--- src/rtl/mul_result_collector.sv ---
// Collects registered multiplier results with their flags into a small FIFO for a downstream consumer.
// Optional feature: define COLLECT_STICKY_FLAGS_EN to accumulate the flags of accepted results in sticky_flags.
module mul_result_collector #(
  parameter int DATA_W = 64,
  parameter int DEPTH  = 4
) (
  input  logic                       clk,
  input  logic                       srst,
  input  logic                       mul_enable,
  input  logic                       mul_exc,
  input  logic                       mul_ovf,
  input  logic                       mul_unf,
  input  logic                       mul_valid,
  input  logic [DATA_W-1:0]          mul_result,
  output logic                       issue_ready,
  output logic                       out_valid,
  input  logic                       out_ready,
  output logic [DATA_W-1:0]          out_data,
  output logic [2:0]                 out_flags,
  output logic [$clog2(DEPTH):0]     count,
  output logic                       drop_err,
  output logic [31:0]                result_cnt,
  output logic [2:0]                 sticky_flags,
  input  logic                       clr_sticky
);
  localparam int AW = $clog2(DEPTH);
  localparam int CW = AW + 1;
  localparam logic [CW-1:0] FULL = CW'(DEPTH);

  logic [DATA_W+2:0] mem_q [DEPTH];
  logic [AW-1:0]     wr_ptr_q, wr_ptr_d, rd_ptr_q, rd_ptr_d;
  logic [CW-1:0]     count_q, count_d;
  logic [2:0]        flag_q, flag_d;
  logic              drop_q, drop_d;
  logic [31:0]       rcnt_q, rcnt_d;
  logic              push, pop;

  always_comb begin
    pop      = (count_q != '0) && out_ready;
    push     = mul_valid && ((count_q != FULL) || pop);
    wr_ptr_d = wr_ptr_q;
    rd_ptr_d = rd_ptr_q;
    count_d  = count_q;
    drop_d   = drop_q;
    rcnt_d   = rcnt_q;
    // Flags are sampled with the enable so they line up with the result one cycle later.
    flag_d   = mul_enable ? {mul_exc, mul_ovf, mul_unf} : flag_q;
    if (push) begin
      wr_ptr_d = wr_ptr_q + AW'(1);
      rcnt_d   = rcnt_q + 32'd1;
    end
    if (pop) rd_ptr_d = rd_ptr_q + AW'(1);
    if (push && !pop) count_d = count_q + CW'(1);
    else if (pop && !push) count_d = count_q - CW'(1);
    if (mul_valid && !push) drop_d = 1'b1;
  end

  always_ff @(posedge clk) begin
    if (srst) begin
      wr_ptr_q <= '0;
      rd_ptr_q <= '0;
      count_q  <= '0;
      flag_q   <= '0;
      drop_q   <= 1'b0;
      rcnt_q   <= '0;
    end else begin
      wr_ptr_q <= wr_ptr_d;
      rd_ptr_q <= rd_ptr_d;
      count_q  <= count_d;
      flag_q   <= flag_d;
      drop_q   <= drop_d;
      rcnt_q   <= rcnt_d;
    end
  end

  // Storage holds data only; it is never reset and is qualified by out_valid.
  always_ff @(posedge clk) begin
    if (push && !srst) mem_q[wr_ptr_q] <= {flag_q, mul_result};
  end

`ifdef COLLECT_STICKY_FLAGS_EN
  logic [2:0] sticky_q, sticky_d;
  logic [2:0] push_flags;

  always_comb begin
    push_flags = push ? flag_q : 3'b000;
    // A push in the clearing cycle still records its own flags.
    sticky_d   = clr_sticky ? push_flags : (sticky_q | push_flags);
  end

  always_ff @(posedge clk) begin
    if (srst) sticky_q <= '0;
    else      sticky_q <= sticky_d;
  end

  assign sticky_flags = sticky_q;
`else
  logic unused_clr_sticky;
  assign unused_clr_sticky = clr_sticky;
  assign sticky_flags      = 3'b000;
`endif

  // Conservative: a same-cycle pop is not credited.
  assign issue_ready = ({1'b0, count_q} + (CW+1)'(mul_valid)) < (CW+1)'(DEPTH);
  assign out_valid   = (count_q != '0);
  assign out_data    = mem_q[rd_ptr_q][DATA_W-1:0];
  assign out_flags   = mem_q[rd_ptr_q][DATA_W+2:DATA_W];
  assign count       = count_q;
  assign drop_err    = drop_q;
  assign result_cnt  = rcnt_q;
endmodule

--- config.mk ---
export PLATFORM = sky130hd
export DESIGN_NAME = mul_result_collector
export DESIGN_NICKNAME = d
export VERILOG_FILES = /design/src/rtl/mul_result_collector.sv
export SDC_FILE = /design/constraint.sdc
export NUM_CORES = 1
export LEC_CHECK = 0
export CAP_MARGIN = 40
export CELL_PAD_IN_SITES_DETAIL_PLACEMENT = 1
export CELL_PAD_IN_SITES_GLOBAL_PLACEMENT = 1
export CORE_UTILIZATION = 46
export DETAILED_ROUTE_END_ITERATION = 6
export HOLD_SLACK_MARGIN = 0.02
export PLACE_DENSITY_LB_ADDON = 0.3
export SLEW_MARGIN = 20
export SYNTH_ARGS = -nofsm -noshare
export SYNTH_HDL_FRONTEND = slang
export SYNTH_SLANG_ARGS = --single-unit
--- constraint.sdc ---
create_clock -name clk -period 4.6 [get_ports clk]
set_input_delay 0.92 -clock clk [delete_from_list [all_inputs] [get_ports clk]]
set_output_delay 0.92 -clock clk [all_outputs]
set_load 0.05 [all_outputs]
==> key figures <==
Outcome
  – Status: complete, no violations

Placement
  – Hpwl dp: 16,400 µm
  – GPL Wtd Cong: roughly 0.83
  – Port buffer count: 176
  – Pre-CTS WS: between 800 and 900 ps
  – Dpl cells: between 1,000 and 1,500

Global routing
  – Global route hottest layer: met2
  – Met2 Use GR: a little over a third
  – M3 GR Usage: between 4 and 5%
  – Vias in the first global route: about 6,900
  – Total GRT Usage: roughly a fifth
  – Gr ovfl total: 0
  – Initial antenna violation count: 3
  – First-pass GRT wire length: about 40,000 µm
  – Met1 usage: about a quarter
  – Largest net degree at the start of global routing: roughly 50

Clocking
  – Clock root buffer: clkbuf_16
  – CTS Buf Count: 31
  – Post-cts hold buffer count: 0
  – Gates resized, CTS repair: 0
  – Sink Count: roughly 310
  – Clk_lat worst skew: 540 ps
  – Clock-pin slew on the worst setup and hold paths: 60 ps
  – CTS max path bufs: 3
  – H-tree level count: 1
  – # Post-CTS Setup Buffers: 0
  – CTS tree: done

Setup path
  – CP Data Arrival Time: 2900 ps
  – Top delay family on crit path: buffers and inverters
  – Buf+Inv Stages, Crit Path: 2
  – Nature of the critical path startpoint: flop
  – R2R Path Start: count[0]
  – Crit path max fanout: 34
  – Slowest CP cell: clkdlybuf4s50_1
  – Max stage delay on crit path: roughly 760 ps
  – CP endpoint kind: output port
  – Worst Path Required: roughly 3700 ps
  – Crit path cell chain: buf_12 > mux4_2 > clkdlybuf4s50_1
  – Critical path class: reg2out

Logic synthesis
  – Sequential element share of the synthesized area: between 70% and 80%
  – Cells after synthesis: between 500 and 600
  – Post-Syn Area: about 0.012 mm²
  – Count of cell types in the netlist: 42
  – Synth Flop Type: edfxtp_1
  – Ys Warns: 0
  – Post-synth EDFFs: between 200 and 300
  – Async S/R FF share, synth: 0%
  – Seq cells post-synth: approximately 310
  – Avg Synthesized Cell Area: a little under 20 µm²

Timing
  – Min cycle time layout: 3820 ps
  – Slew headroom: just over 60%
  – Final worst slack: around 780 ps
  – Setup-failing EPs final: 0
  – WHS: just under 500 ps
  – Fmax: 262 MHz
  – Setup tns final: 0 ps
  – Pins over their slew limit: 0
  – Period utilization: 83.1%
  – Setup Skew: ~7.9 ps
  – Worst-margin pin slew: between 500 and 600 ps
  – RSZ-0062 raised after global routing: no
  – Hold Vio Cnt, Final: 0

Floorplan
  – Num ports: around 180
  – Die footprint: between 0.02 and 0.03 mm²
  – Core area: roughly 0.025 mm²
  – Die Span Y: 162 µm
  – Starting Density: a little under half
  – Die width: about 160 µm
  – Row cnt: just under 60

Layout
  – Nets: 870
  – Reg area: 0.00896 mm²
  – Multi-input gate area: about 0.0027 mm²
  – Final Util: between 50% and 60%
  – Final std cells w/o fill: about 1,100
  – Layout cells sized above 1: between 10% and 20%
  – Layout area overhead: 27.3%
  – Fillers: 2,216

Power
  – Sequential share of power: around 41%
  – VDD IR max: 410 µV
  – Sw frac: a little under a third
  – PwrDens: 544 mW/mm²
  – Pint: ~0.0056 W
  – Clk pwr share: about 30%
  – Net Sw Power: ~0.0026 W
  – Leakage: 4.76 nW
  – Gate power share: between 20% and 30%

Routing
  – Routed wire length per instance: 22.9 µm
  – DR vias/cell: around 5.5
  – DRC: 0
  – DRT Wirelength: 26,300 µm
  – Starting DRT DRC Count: 358
  – Total number of vias: between 6,000 and 7,000
  – DR pass1 iterations: 4
  – Post-DRT Antenna Nets: 0

Min path
  – HP Class: reg2reg
  – Hold Startpoint: drop_err

Run
  – Max-cap violation count: 0
## path summary, 6_finish.rpt
| path | end | slack (ps) | cells after the start |
|---|---|---|---|
| worst max-delay path | out_data[18] | 780 | 3 |
| worst min register to register | drop_err | 490 | 2 |
| worst max register to register | mem_q[0][53] | 1780 | 5 |
| worst min-delay path | drop_err | 490 | 2 |
## stage by stage
step                total power, W  instance area [µm²]
finish                     0.00817                15000
global route               0.00845                15000
CTS                        0.00828                15000
detailed placement         0.00579                14000
global placement           0.00573                14000
floorplan                  0.00500                11800
## tightest hold or removal path, cell delays in order, from the launching register on
cell	delay (ps)
dfxtp_1	330
a21oi_1	50
nor2_1	80
## cell usage after synthesis (2+ instances only)
library cell / number / area, µm²
edfxtp_1: 268 / 8050
mux4_2: 67 / 1510
dfxtp_1: 45 / 901
nor2_1: 23 / 86.3
a21oi_1: 22 / 110
clkbuf_1: 16 / 60.1
nand3_1: 15 / 75.1
or4_1: 15 / 113
nand2_1: 14 / 52.6
o31ai_1: 13 / 97.6
xor2_1: 9 / 78.8
nand4_1: 8 / 50.1
or3_1: 7 / 43.8
xnor2_1: 7 / 61.3
ha_1: 6 / 75.1
o21ai_0: 6 / 30.0
buf_1: 5 / 18.8
inv_1: 5 / 18.8
and2_1: 4 / 25.0
and3_1: 4 / 25.0
buf_2: 4 / 20.0
mux2i_1: 4 / 40.0
nor4_1: 4 / 25.0
and4_1: 3 / 26.3
buf_4: 3 / 22.5
nor3_1: 3 / 15.0
buf_6: 2 / 22.5
## flip-flops by register name (all words and copies together), names as in the netlist, named ones only
| name | cells |
|---|---|
| mem_q | 268 |
| flag_q | 3 |
| rd_ptr_q | 2 |
| wr_ptr_q | 2 |
| drop_err | 1 |
| count | 3 |
| result_cnt | 32 |
## logic make-up after synthesis
kind of cell	count (synthesis)	share of synthesized area [%]
AOI/OAI and AO/OA	44	2.24
xor gates and xnor gates	16	1.19
DFF	313	75.8
adders and majority gates	7	0.805
and+or+nand+nor	109	5.37
buffers and inverters	35	1.38
other	1	0.0318
muxes	72	13.2
## per-layer routing
metal  share of wire, %  wire [µm]  vias up
met1                 41      10700     3252
met5              0.046         12        -
li1                   -          -     2836
met2                 52      13700      193
met4                1.7        435        2
met3                5.6       1460       38
## power by group through the flow
stage	clock network [W]	logic [W]	registers, W
floorplan	0	0.00161	0.00339
CTS	0.00253	0.00236	0.00339
detailed placement	0	0.00234	0.00345
finish	0.00247	0.00233	0.00338
global placement	0	0.00230	0.00343
global route	0.00262	0.00243	0.00340
## cell type report
| type | instances | share of cell area [%] |
|---|---|---|
| Sequential cell | 313 | 59.6 |
| Tap cell | 330 | 2.75 |
| Timing Repair Buffer | 188 | 12.6 |
| Antenna cell | 4 | 0.0666 |
| Multi-Input combinational cell | 251 | 18.1 |
| Clock buffer | 40 | 6.00 |
| Clock inverter | 17 | 0.791 |
| Inverter | 5 | 0.125 |
## cell usage in the layout, fill, tap and decap left out, types with 5 or more instances in the layout
| cell type | count |
|---|---|
| mux4_2 | 67 |
| o31ai_1 | 13 |
| nand4_1 | 8 |
| xor2_1 | 9 |
| inv_1 | 5 |
| clkinv_2 | 7 |
| xnor2_1 | 7 |
| clkbuf_8 | 5 |
| or3_1 | 7 |
| nand3_1 | 15 |
| a21oi_1 | 22 |
| dfxtp_1 | 43 |
| ha_1 | 6 |
| edfxtp_1 | 268 |
| nand2_1 | 14 |
| nor2_1 | 23 |
| clkbuf_16 | 33 |
| o21ai_0 | 6 |
| buf_4 | 7 |
| clkdlybuf4s50_1 | 176 |
| or4_1 | 15 |
(Power assumes the default switching activity.)
